===== src/rtl/note_player.sv =====
// note_player: turns the pattern sequencer's note stream into one timed,
// gated square-wave voice for the mixer/instrument stage.
//
// Handshake: pulses o_note_stb to request a note, waits (indefinitely) for
// i_note_valid, then holds the note for its length in tempo ticks.
// The tone half-period comes from a pitch-to-period table built from CLK_HZ.
//
// Build option: define NOTE_PLAYER_ARTIC_EN for staccato articulation
// (the gate drops one tick early on notes of effective length >= 2).
//
// Ports:
//   i_clk, i_rst        clock, synchronous active-high reset
//   i_run               play enable level; low returns to idle
//   i_tick              one-cycle tempo tick
//   i_note_valid        sequencer note fields valid
//   i_note_pitch [5:0]  0 = rest, 1..63 = note index pitch-1
//   i_note_len   [4:0]  length in ticks, 0 encodes 32
//   i_note_instrument   instrument number, latched and passed through
//   o_note_stb          one-cycle request for the next note
//   o_gate              voice sounding
//   o_square            square-wave tone
//   o_pitch, o_instrument  latched fields of the current note
module note_player #(
  parameter int unsigned CLK_HZ = 25_000_000
) (
  input  logic       i_clk,
  input  logic       i_rst,
  input  logic       i_run,
  input  logic       i_tick,
  input  logic       i_note_valid,
  input  logic [5:0] i_note_pitch,
  input  logic [4:0] i_note_len,
  input  logic [3:0] i_note_instrument,
  output logic       o_note_stb,
  output logic       o_gate,
  output logic       o_square,
  output logic [5:0] o_pitch,
  output logic [3:0] o_instrument
);

  localparam int unsigned PITCH_W = 6;
  localparam int unsigned INSTR_W = 4;
  localparam int unsigned DUR_W   = 6;
  localparam int unsigned HALF_W  = 18;

  typedef enum logic [1:0] {
    S_IDLE = 2'd0,
    S_REQ  = 2'd1,
    S_WAIT = 2'd2,
    S_PLAY = 2'd3
  } state_t;

  // Half-period in clocks of semitone s in the lowest octave (C1 = 32.7032 Hz).
  function automatic int base_of(input int s);
    real ratio;
    case (s)
      0:       ratio = 1.0;
      1:       ratio = 1.0594630943592953;
      2:       ratio = 1.122462048309373;
      3:       ratio = 1.189207115002721;
      4:       ratio = 1.2599210498948732;
      5:       ratio = 1.3348398541700344;
      6:       ratio = 1.4142135623730951;
      7:       ratio = 1.4983070768766815;
      8:       ratio = 1.5874010519681994;
      9:       ratio = 1.681792830507429;
      10:      ratio = 1.7817974362806785;
      11:      ratio = 1.8877486253633868;
      default: ratio = 1.0;
    endcase
    return $rtoi(real'(CLK_HZ) / (65.4064 * ratio) + 0.5);
  endfunction

  localparam int BASE [12] = '{
    base_of(0), base_of(1), base_of(2),  base_of(3),
    base_of(4), base_of(5), base_of(6),  base_of(7),
    base_of(8), base_of(9), base_of(10), base_of(11)
  };

  state_t              state_q, state_d;
  logic                stb_q, stb_d;
  logic                gate_q, gate_d;
  logic                square_q, square_d;
  logic [PITCH_W-1:0]  pitch_q, pitch_d;
  logic [INSTR_W-1:0]  instr_q, instr_d;
  logic [DUR_W-1:0]    dur_q, dur_d;
  logic [HALF_W-1:0]   tone_q, tone_d;
  logic [HALF_W-1:0]   half_q, half_d;

  // Period lookup for the incoming note; only used on the accept cycle.
  logic [PITCH_W-1:0]  note_n;
  logic [3:0]          note_semi;
  logic [2:0]          note_oct;
  logic [HALF_W-1:0]   note_half;
  logic [DUR_W-1:0]    note_dur;

  always_comb begin
    note_n    = PITCH_W'(i_note_pitch - PITCH_W'(1));
    note_semi = 4'(note_n % PITCH_W'(12));
    note_oct  = 3'(note_n / PITCH_W'(12));
    note_half = HALF_W'(BASE[note_semi] >> note_oct);
    note_dur  = (i_note_len == 5'd0) ? DUR_W'(32) : DUR_W'(i_note_len);
  end

  // State and output registers.
  always_ff @(posedge i_clk) begin
    if (i_rst) begin
      state_q  <= S_IDLE;
      stb_q    <= 1'b0;
      gate_q   <= 1'b0;
      square_q <= 1'b0;
      pitch_q  <= '0;
      instr_q  <= '0;
      dur_q    <= '0;
      tone_q   <= '0;
      half_q   <= '0;
    end else begin
      state_q  <= state_d;
      stb_q    <= stb_d;
      gate_q   <= gate_d;
      square_q <= square_d;
      pitch_q  <= pitch_d;
      instr_q  <= instr_d;
      dur_q    <= dur_d;
      tone_q   <= tone_d;
      half_q   <= half_d;
    end
  end

  // Next-state, duration and tone logic.
  always_comb begin
    state_d  = state_q;
    stb_d    = 1'b0;
    gate_d   = gate_q;
    square_d = square_q;
    pitch_d  = pitch_q;
    instr_d  = instr_q;
    dur_d    = dur_q;
    tone_d   = tone_q;
    half_d   = half_q;

    if (!i_run) begin
      // Stop wins over any coincident tick or valid.
      state_d = S_IDLE;
      gate_d  = 1'b0;
    end else begin
      case (state_q)
        S_IDLE: begin
          state_d = S_REQ;
          stb_d   = 1'b1;
          gate_d  = 1'b0;
        end
        S_REQ: begin
          state_d = S_WAIT;
          gate_d  = 1'b0;
        end
        S_WAIT: begin
          gate_d = 1'b0;
          if (i_note_valid) begin
            state_d = S_PLAY;
            pitch_d = i_note_pitch;
            instr_d = i_note_instrument;
            dur_d   = note_dur;
            half_d  = note_half;
            gate_d  = (i_note_pitch != '0);
          end
        end
        S_PLAY: begin
          if (i_tick) begin
            if (dur_q == DUR_W'(1)) begin
              state_d = S_REQ;
              stb_d   = 1'b1;
              gate_d  = 1'b0;
            end else begin
              dur_d = DUR_W'(dur_q - DUR_W'(1));
`ifdef NOTE_PLAYER_ARTIC_EN
              // Tick bringing the counter to 1 opens the staccato gap.
              if (dur_q == DUR_W'(2)) begin
                gate_d = 1'b0;
              end
`endif
            end
          end
        end
        default: begin
          state_d = S_IDLE;
          gate_d  = 1'b0;
        end
      endcase
    end

    // Tone runs only while the gate stays high; a rising gate starts from 0.
    if (!gate_d || !gate_q) begin
      tone_d   = '0;
      square_d = 1'b0;
    end else if (tone_q == HALF_W'(half_q - HALF_W'(1))) begin
      tone_d   = '0;
      square_d = ~square_q;
    end else begin
      tone_d = HALF_W'(tone_q + HALF_W'(1));
    end
  end

  assign o_note_stb   = stb_q;
  assign o_gate       = gate_q;
  assign o_square     = square_q;
  assign o_pitch      = pitch_q;
  assign o_instrument = instr_q;

endmodule


===== config.mk =====
export PLATFORM = sky130hd
export DESIGN_NAME = note_player
export DESIGN_NICKNAME = d
export VERILOG_FILES = /design/src/rtl/note_player.sv
export SDC_FILE = /design/constraint.sdc
export NUM_CORES = 1
export LEC_CHECK = 0
export CELL_PAD_IN_SITES_DETAIL_PLACEMENT = 0
export CELL_PAD_IN_SITES_GLOBAL_PLACEMENT = 1
export CORE_ASPECT_RATIO = 1.4
export CORE_MARGIN = 4
export CORE_UTILIZATION = 40
export CTS_BUF_LIST = sky130_fd_sc_hd__clkbuf_8 sky130_fd_sc_hd__clkbuf_16
export DETAILED_ROUTE_END_ITERATION = 7
export PLACE_DENSITY = 0.87
export SETUP_SLACK_MARGIN = 0.02
export SYNTH_ARGS = -nofsm -noshare
export SYNTH_HDL_FRONTEND = slang
export SYNTH_SLANG_ARGS = --single-unit

===== constraint.sdc =====
create_clock -name i_clk -period 6.4 [get_ports i_clk]
set_clock_uncertainty 0.1 [all_clocks]
set_input_delay 1.28 -clock i_clk [delete_from_list [all_inputs] [get_ports i_clk]]
set_output_delay 1.28 -clock i_clk [all_outputs]
set_load 0.01 [all_outputs]

==> results.sh, run 1 <==
export IMPL_status="finished clean"
export IMPL_max_freq_mhz=167.8
export IMPL_synth_fp_nets=669
export IMPL_maxCapViolCount=0
export IMPL_synth_area_top_cells="dfxtp_1 24%, nor2_1 5.5%, xnor2_1 5.0%"
export IMPL_cp_start_kind="input port"
export IMPL_synthCells=632
export IMPL_port_buffer_count=32
export IMPL_clockBufferDepth=2
export IMPL_antenna_found_initial=0
export IMPL_crit_path_max_fanout=8
export IMPL_cp_end_kind="flop"
export IMPL_num_vias=4874
export IMPL_cp_required_ps=6540
export IMPL_seqCellArea_um2=1141
export IMPL_dp_hpwl_mm=10.32
export IMPL_grt_max_degree=39
export IMPL_cts_tree="built"
export IMPL_path_clk_slew_ps=50
export IMPL_ant_nets=0
export IMPL_post_route_period_util_pct=93.11
export IMPL_internal_power_uw=863.6
export IMPL_min_period_ps=5959
export IMPL_drc=0
export IMPL_synth_top_area_share_pct=24.07
export IMPL_clkLatencyLatePin_ps=320
export IMPL_worstSetupPathType="in -> reg"
export IMPL_synthTopCellsByCount="69 x nor2_1, 62 x nand2_1, 57 x dfxtp_1, 44 x a21oi_1"
export IMPL_core_area_um2=11450
export IMPL_netlist_area_um2=4741
export IMPL_drive_gt1_share_pct=10.44
export IMPL_min_delay_start="o_instrument[3]"
export IMPL_switching_share_pct=32.85
export IMPL_diodes=0
export IMPL_die_w_um=100.0
export IMPL_switching_power_uw=422.4
export IMPL_whs_ps=353.1
export IMPL_cts_setup_buffers=0
export IMPL_htree_levels=3
export IMPL_clockRootBuffer="clkbuf_16"
export IMPL_p_clk_share_pct=38.4
export IMPL_firstDrtPassIters=5
export IMPL_pwr_share_seq_pct=28.2
export IMPL_post_drt_wl_per_cell_um=16.67
export IMPL_setup_viol=0
export IMPL_crit_start="i_note_pitch[0]"
export IMPL_synth_async_reset_ratio_pct=0
export IMPL_p_comb_share_pct=33.4
export IMPL_grt_pass1_wl_mm=22.30
export IMPL_synthFlopType="dfxtp_1"
export IMPL_synth_cell_types=76
export IMPL_cts_sinks=57
export IMPL_drt_initial_drc_count=187
export IMPL_multiInputGateArea_um2=3329
export IMPL_ir_drop_mv=0.1275
export IMPL_hold_class="reg -> reg"
export IMPL_rsz0062_at_grt="no"
export IMPL_cts_hold_buf=0
export IMPL_tightest_slew_ps=984.1
export IMPL_nFillCells=1144
export IMPL_die_area_um2=13680
export IMPL_yosysTopAreaCell="dfxtp_1"
export IMPL_vias_per_cell=6.055
export IMPL_synth_most_common_cell="nor2_1"
export IMPL_final_net_count=694
export IMPL_hold_viol=0
export IMPL_leakage_nw=1.994
export IMPL_final_setup_tns_ps=0
export IMPL_routabilityCongestion=1.028
export IMPL_rr_startpoint="half_q[0]"
export IMPL_yosysWarnings=0
export IMPL_drv_slew=0
export IMPL_crit_arrival_ps=6100
export IMPL_overflow=0
export IMPL_postRouteWirelength_mm=13.42
export IMPL_row_count=46
export IMPL_synth_yosys_seq_area_share_pct=24.07
export IMPL_power_density_nw_per_um2=232.1
export IMPL_slew_headroom_pct=34.21
export IMPL_cts_buffers=9
export IMPL_synth_edf_count=0
export IMPL_top_level_ports=33
export IMPL_dieHeight_um=136.8
export IMPL_grt_pass1_vias=4626
export IMPL_grt_usage_pct=20.12
export IMPL_avgSynthCellArea_um2=7.501
export IMPL_start_util_pct=41.39
export IMPL_ys_seq_elements=57
export IMPL_syn_to_final_growth_pct=16.89
-- cell type report --
class | instances | area share [%]
Sequential cell | 57 | 20.59
Tap cell | 144 | 3.251
Inverter | 24 | 1.626
Multi-Input combinational cell | 511 | 60.08
Clock inverter | 2 | 0.6322
Clock buffer | 13 | 5.058
Timing Repair Buffer | 54 | 8.760
-- per-layer routing --
layer	vias up	wire, um	GRT usage (%)
li1	2369	-	-
met1	2317	5425	22.95
met2	137	6767	35.19
met3	51	489	3.060
met4	0	733	11.91
met5	-	0	0
-- final timing paths --
kind | end | slack [ps] | cells after the start
max reg2reg | tone_q[7] | 2750 | 10
max | half_q[3] | 440 | 22
min | o_instrument[3] | 350 | 2
min reg2reg | o_instrument[3] | 350 | 2
-- per-stage QoR --
step           setup slack (ps)  power [mW]  std cells  utilization [%]  area, um^2
3_3_place_gp              195.1      0.7902        790            45.50        5211
2_1_floorplan             67.90      0.6851        632                -        4743
3_5_place_dp              9.371      0.7880        790            45.50        5211
4_1_cts                   324.1       1.286        805            48.25        5527
5_1_grt                   85.89       1.351        805            48.38        5542
6_report                  440.8       1.286        805            48.38        5542
-- registers in the layout, summed over array words and instances, names as in the netlist --
register and flops:
half_q 18, tone_q 18, dur_q 6, o_pitch 6, o_instrument 4, state_q 2
o_gate 1, o_note_stb 1, o_square 1
-- critical path, cell delays in order --
cell and delay, ps:
clkdlybuf4s50_1 520, inv_1 80, ha_1 210, nor3b_2 170, xor2_1 160, ha_1 230
buf_4 180, nand2_1 50, o21ai_0 130, or2_1 270, a311oi_2 310, xnor2_1 160
ha_1 260, or2_2 200, nor2_1 70, and3_1 210, or3_1 450, buf_4 220
a221o_1 380, a211oi_2 230, a211oi_1 100, o31ai_2 230
-- power groups by stage --
stage	registers [mW]	logic [mW]	clock network [mW]
2_1_floorplan	0.369	0.316	0
3_3_place_gp	0.369	0.421	0
3_5_place_dp	0.370	0.418	0
4_1_cts	0.362	0.422	0.502
5_1_grt	0.363	0.469	0.519
6_report	0.363	0.429	0.494
-- cells in the final DEF (no fill, tap or decap), types with 10 or more instances in the layout --
cell type / instances
xnor2_1: 27
nand2_1: 62
inv_1: 22
ha_1: 17
o31ai_1: 10
nor3_1: 20
nand3b_1: 11
nand4_1: 10
a31oi_1: 11
dfxtp_1: 57
xor2_1: 16
o21ai_0: 27
and3_1: 10
nor2_1: 69
clkdlybuf4s50_1: 32
nand3_1: 21
a21oi_1: 44
or3_1: 10
a211oi_1: 15
buf_4: 22
-- logic make-up (layout without fill, tap and decap cells) --
family,count (synthesis),after routing,synth area share [%]
buffers and inverters,64,93,6.176
xor gates and xnor gates,44,44,8.287
and+or+nand+nor,258,258,27.69
AOI/OAI and AO/OA,186,186,27.69
muxes,6,6,1.610
adders and majority gates,17,17,4.487
DFF,57,57,24.07
-- what timing repair did --
item / CTS / global route
hold endpoints to repair: 0 / 0
gates resized for setup: 0 / 2
endpoints found under the setup margin: 0 / 10
Power figures use the tool's default switching activity.
==> run 2: changes to the inputs <==
CORE_UTILIZATION = 44   (was 40)
PLACE_DENSITY = 0.9   (was 0.87)
clock period = 6.6 ns   (was 6.4 ns; I/O delays follow)
==> results.sh, run 2 (synthesis gave the netlist of run 1 again) <==
export IMPL_status="finished clean"
export IMPL_cp_start_kind="input port"
export IMPL_cts_hold_buf=0
export IMPL_dp_cells=785
export IMPL_reg_top3="half_q: 18 flops, tone_q: 18 flops"
export IMPL_firstDrtPassIters=5
export IMPL_final_cell_mix="69 x nor2_1, 62 x nand2_1, 57 x dfxtp_1"
export IMPL_drv_slew=0
export IMPL_dp_hpwl_mm=10.31
export IMPL_grt_pass1_vias=4595
export IMPL_core_area_um2=10460
export IMPL_overflow=0
export IMPL_path_clk_slew_ps=50
export IMPL_row_count=44
export IMPL_die_w_um=95.73
export IMPL_cts_sinks=57
export IMPL_ir_drop_mv=0.1524
export IMPL_leakage_nw=2.002
export IMPL_maxCapViolCount=0
export IMPL_final_setup_tns_ps=0
export IMPL_grt_usage_pct=22.26
export IMPL_cp_required_ps=6710
export IMPL_stdcell_count=800
export IMPL_cp_end_kind="flop"
export IMPL_drc=0
export IMPL_rsz0062_at_grt="no"
export IMPL_seqCellArea_um2=1141
export IMPL_final_net_count=695
export IMPL_die_area_um2=12520
export IMPL_holdPathStages=2
export IMPL_start_util_pct=45.32
export IMPL_dieHeight_um=130.8
export IMPL_htree_levels=3
export IMPL_fin_total_pwr_mw=1.255
export IMPL_r2r_end="tone_q[12]"
export IMPL_whs_endpoint="o_instrument[1]"
export IMPL_slew_headroom_pct=44.53
export IMPL_min_period_ps=6089
export IMPL_max_freq_mhz=164.2
export IMPL_port_buffer_count=32
export IMPL_power_density_nw_per_um2=226.3
export IMPL_grt_max_degree=39
export IMPL_post_drt_wl_per_cell_um=16.74
export IMPL_clkLatencyLatePin_ps=320
export IMPL_post_route_period_util_pct=92.25
export IMPL_cts_tree="built"
export IMPL_cts_setup_buffers=0
export IMPL_drt_initial_drc_count=247
export IMPL_hold_class="reg -> reg"
export IMPL_diodes=0
export IMPL_fin_util_pct=53.00
export IMPL_r2r_slack_ps=2950
export IMPL_ant_nets=0
export IMPL_clockRootBuffer="clkbuf_16"
export IMPL_top_level_ports=33
export IMPL_syn_to_final_growth_pct=16.94
export IMPL_routabilityCongestion=0.9378
export IMPL_final_common_cell="nor2_1"
export IMPL_tightest_slew_ps=832.0
export IMPL_crit_path_max_fanout=17
export IMPL_min_delay_start="o_instrument[1]"
export IMPL_worstSetupPathType="in -> reg"
export IMPL_setup_viol=0
export IMPL_nFillCells=1034
export IMPL_ctsResizeCount=0
export IMPL_num_vias=4802
export IMPL_drive_gt1_share_pct=10.42
export IMPL_crit_arrival_ps=6200
export IMPL_whs_ps=353.5
export IMPL_grt_pass1_wl_mm=22.24
export IMPL_multiInputGateArea_um2=3336
export IMPL_r2r_cells=10
export IMPL_rr_startpoint="half_q[0]"
export IMPL_antenna_found_initial=0
export IMPL_postRouteWirelength_mm=13.39
export IMPL_cts_buffers=9
export IMPL_vias_per_cell=6.003
export IMPL_hold_viol=0
export IMPL_clockBufferDepth=2
## run 2: cell count changes in the layout (fill, tap and decap cells not counted), sizes merged
cell / before / now
buf: 22 / 23
bufinv: 1 / 2
clkbuf: 13 / 10
inv: 22 / 24
## run 2: through the flow
| stage | worst slack [ps] | instance area, um^2 |
|---|---|---|
| floorplan | 110.8 | 4741 |
| global placement | 259.9 | 5210 |
| detailed placement | -43.59 | 5210 |
| CTS | 287.7 | 5522 |
| global route | 92.10 | 5544 |
| finish | 511.4 | 5544 |
## run 2: cell type report
| class | count | share of cell area [%] |
|---|---|---|
| Timing Repair Buffer | 55 | 8.892 |
| Sequential cell | 57 | 20.58 |
| Clock buffer | 10 | 4.311 |
| Tap cell | 138 | 3.114 |
| Inverter | 24 | 1.625 |
| Clock inverter | 5 | 1.309 |
| Multi-Input combinational cell | 511 | 60.17 |
## run 2: how the worst max path moves through the flow
stage,from,to,slack [ps]
after detailed placement,i_note_pitch[1],half_q[3],-40
after floorplan,i_note_pitch[0],half_q[3],110
after CTS,i_note_pitch[1],half_q[2],290
after global placement,i_note_pitch[1],half_q[10],260
final,i_note_pitch[1],half_q[2],510
after global routing,i_note_pitch[1],half_q[2],90
## run 2: report_power, final
| part | internal [mW] | switching [mW] | leakage [nW] |
|---|---|---|---|
| Clock | 0.334 | 0.150 | 0.161 |
| Combinational | 0.160 | 0.259 | 1.38 |
| Sequential | 0.348 | 0.00326 | 0.460 |
## run 2: routing by layer
metal / vias up / wire (um) / GRT usage (%)
met5: - / 0 / 0
met4: 0 / 539 / 10.64
met3: 33 / 414 / 3.265
met2: 120 / 6802 / 38.53
met1: 2269 / 5635 / 26.69
li1: 2380 / - / -
## run 2: critical path, stage by stage
cell	delay, ps
clkdlybuf4s50_1	420
inv_1	150
ha_1	190
nor3b_1	340
xor2_1	240
ha_1	270
nand2b_1	150
mux2i_1	90
or2_1	260
a311oi_2	310
xnor2_1	160
ha_1	270
or2_2	200
nor2_1	60
nand2_1	70
nand2_2	100
a21boi_4	560
o31ai_2	180
a211oi_1	350
a221oi_1	170
a2111oi_2	340
==> run 3: changes to the inputs <==
HOLD_SLACK_MARGIN = 0.05   (was not set)
SETUP_SLACK_MARGIN = 0.05   (was 0.02)
TNS_END_PERCENT = 50   (was not set)
==> results of run 3 <==
Same layout as run 2: the final DEF is identical, and so are final timing and power.
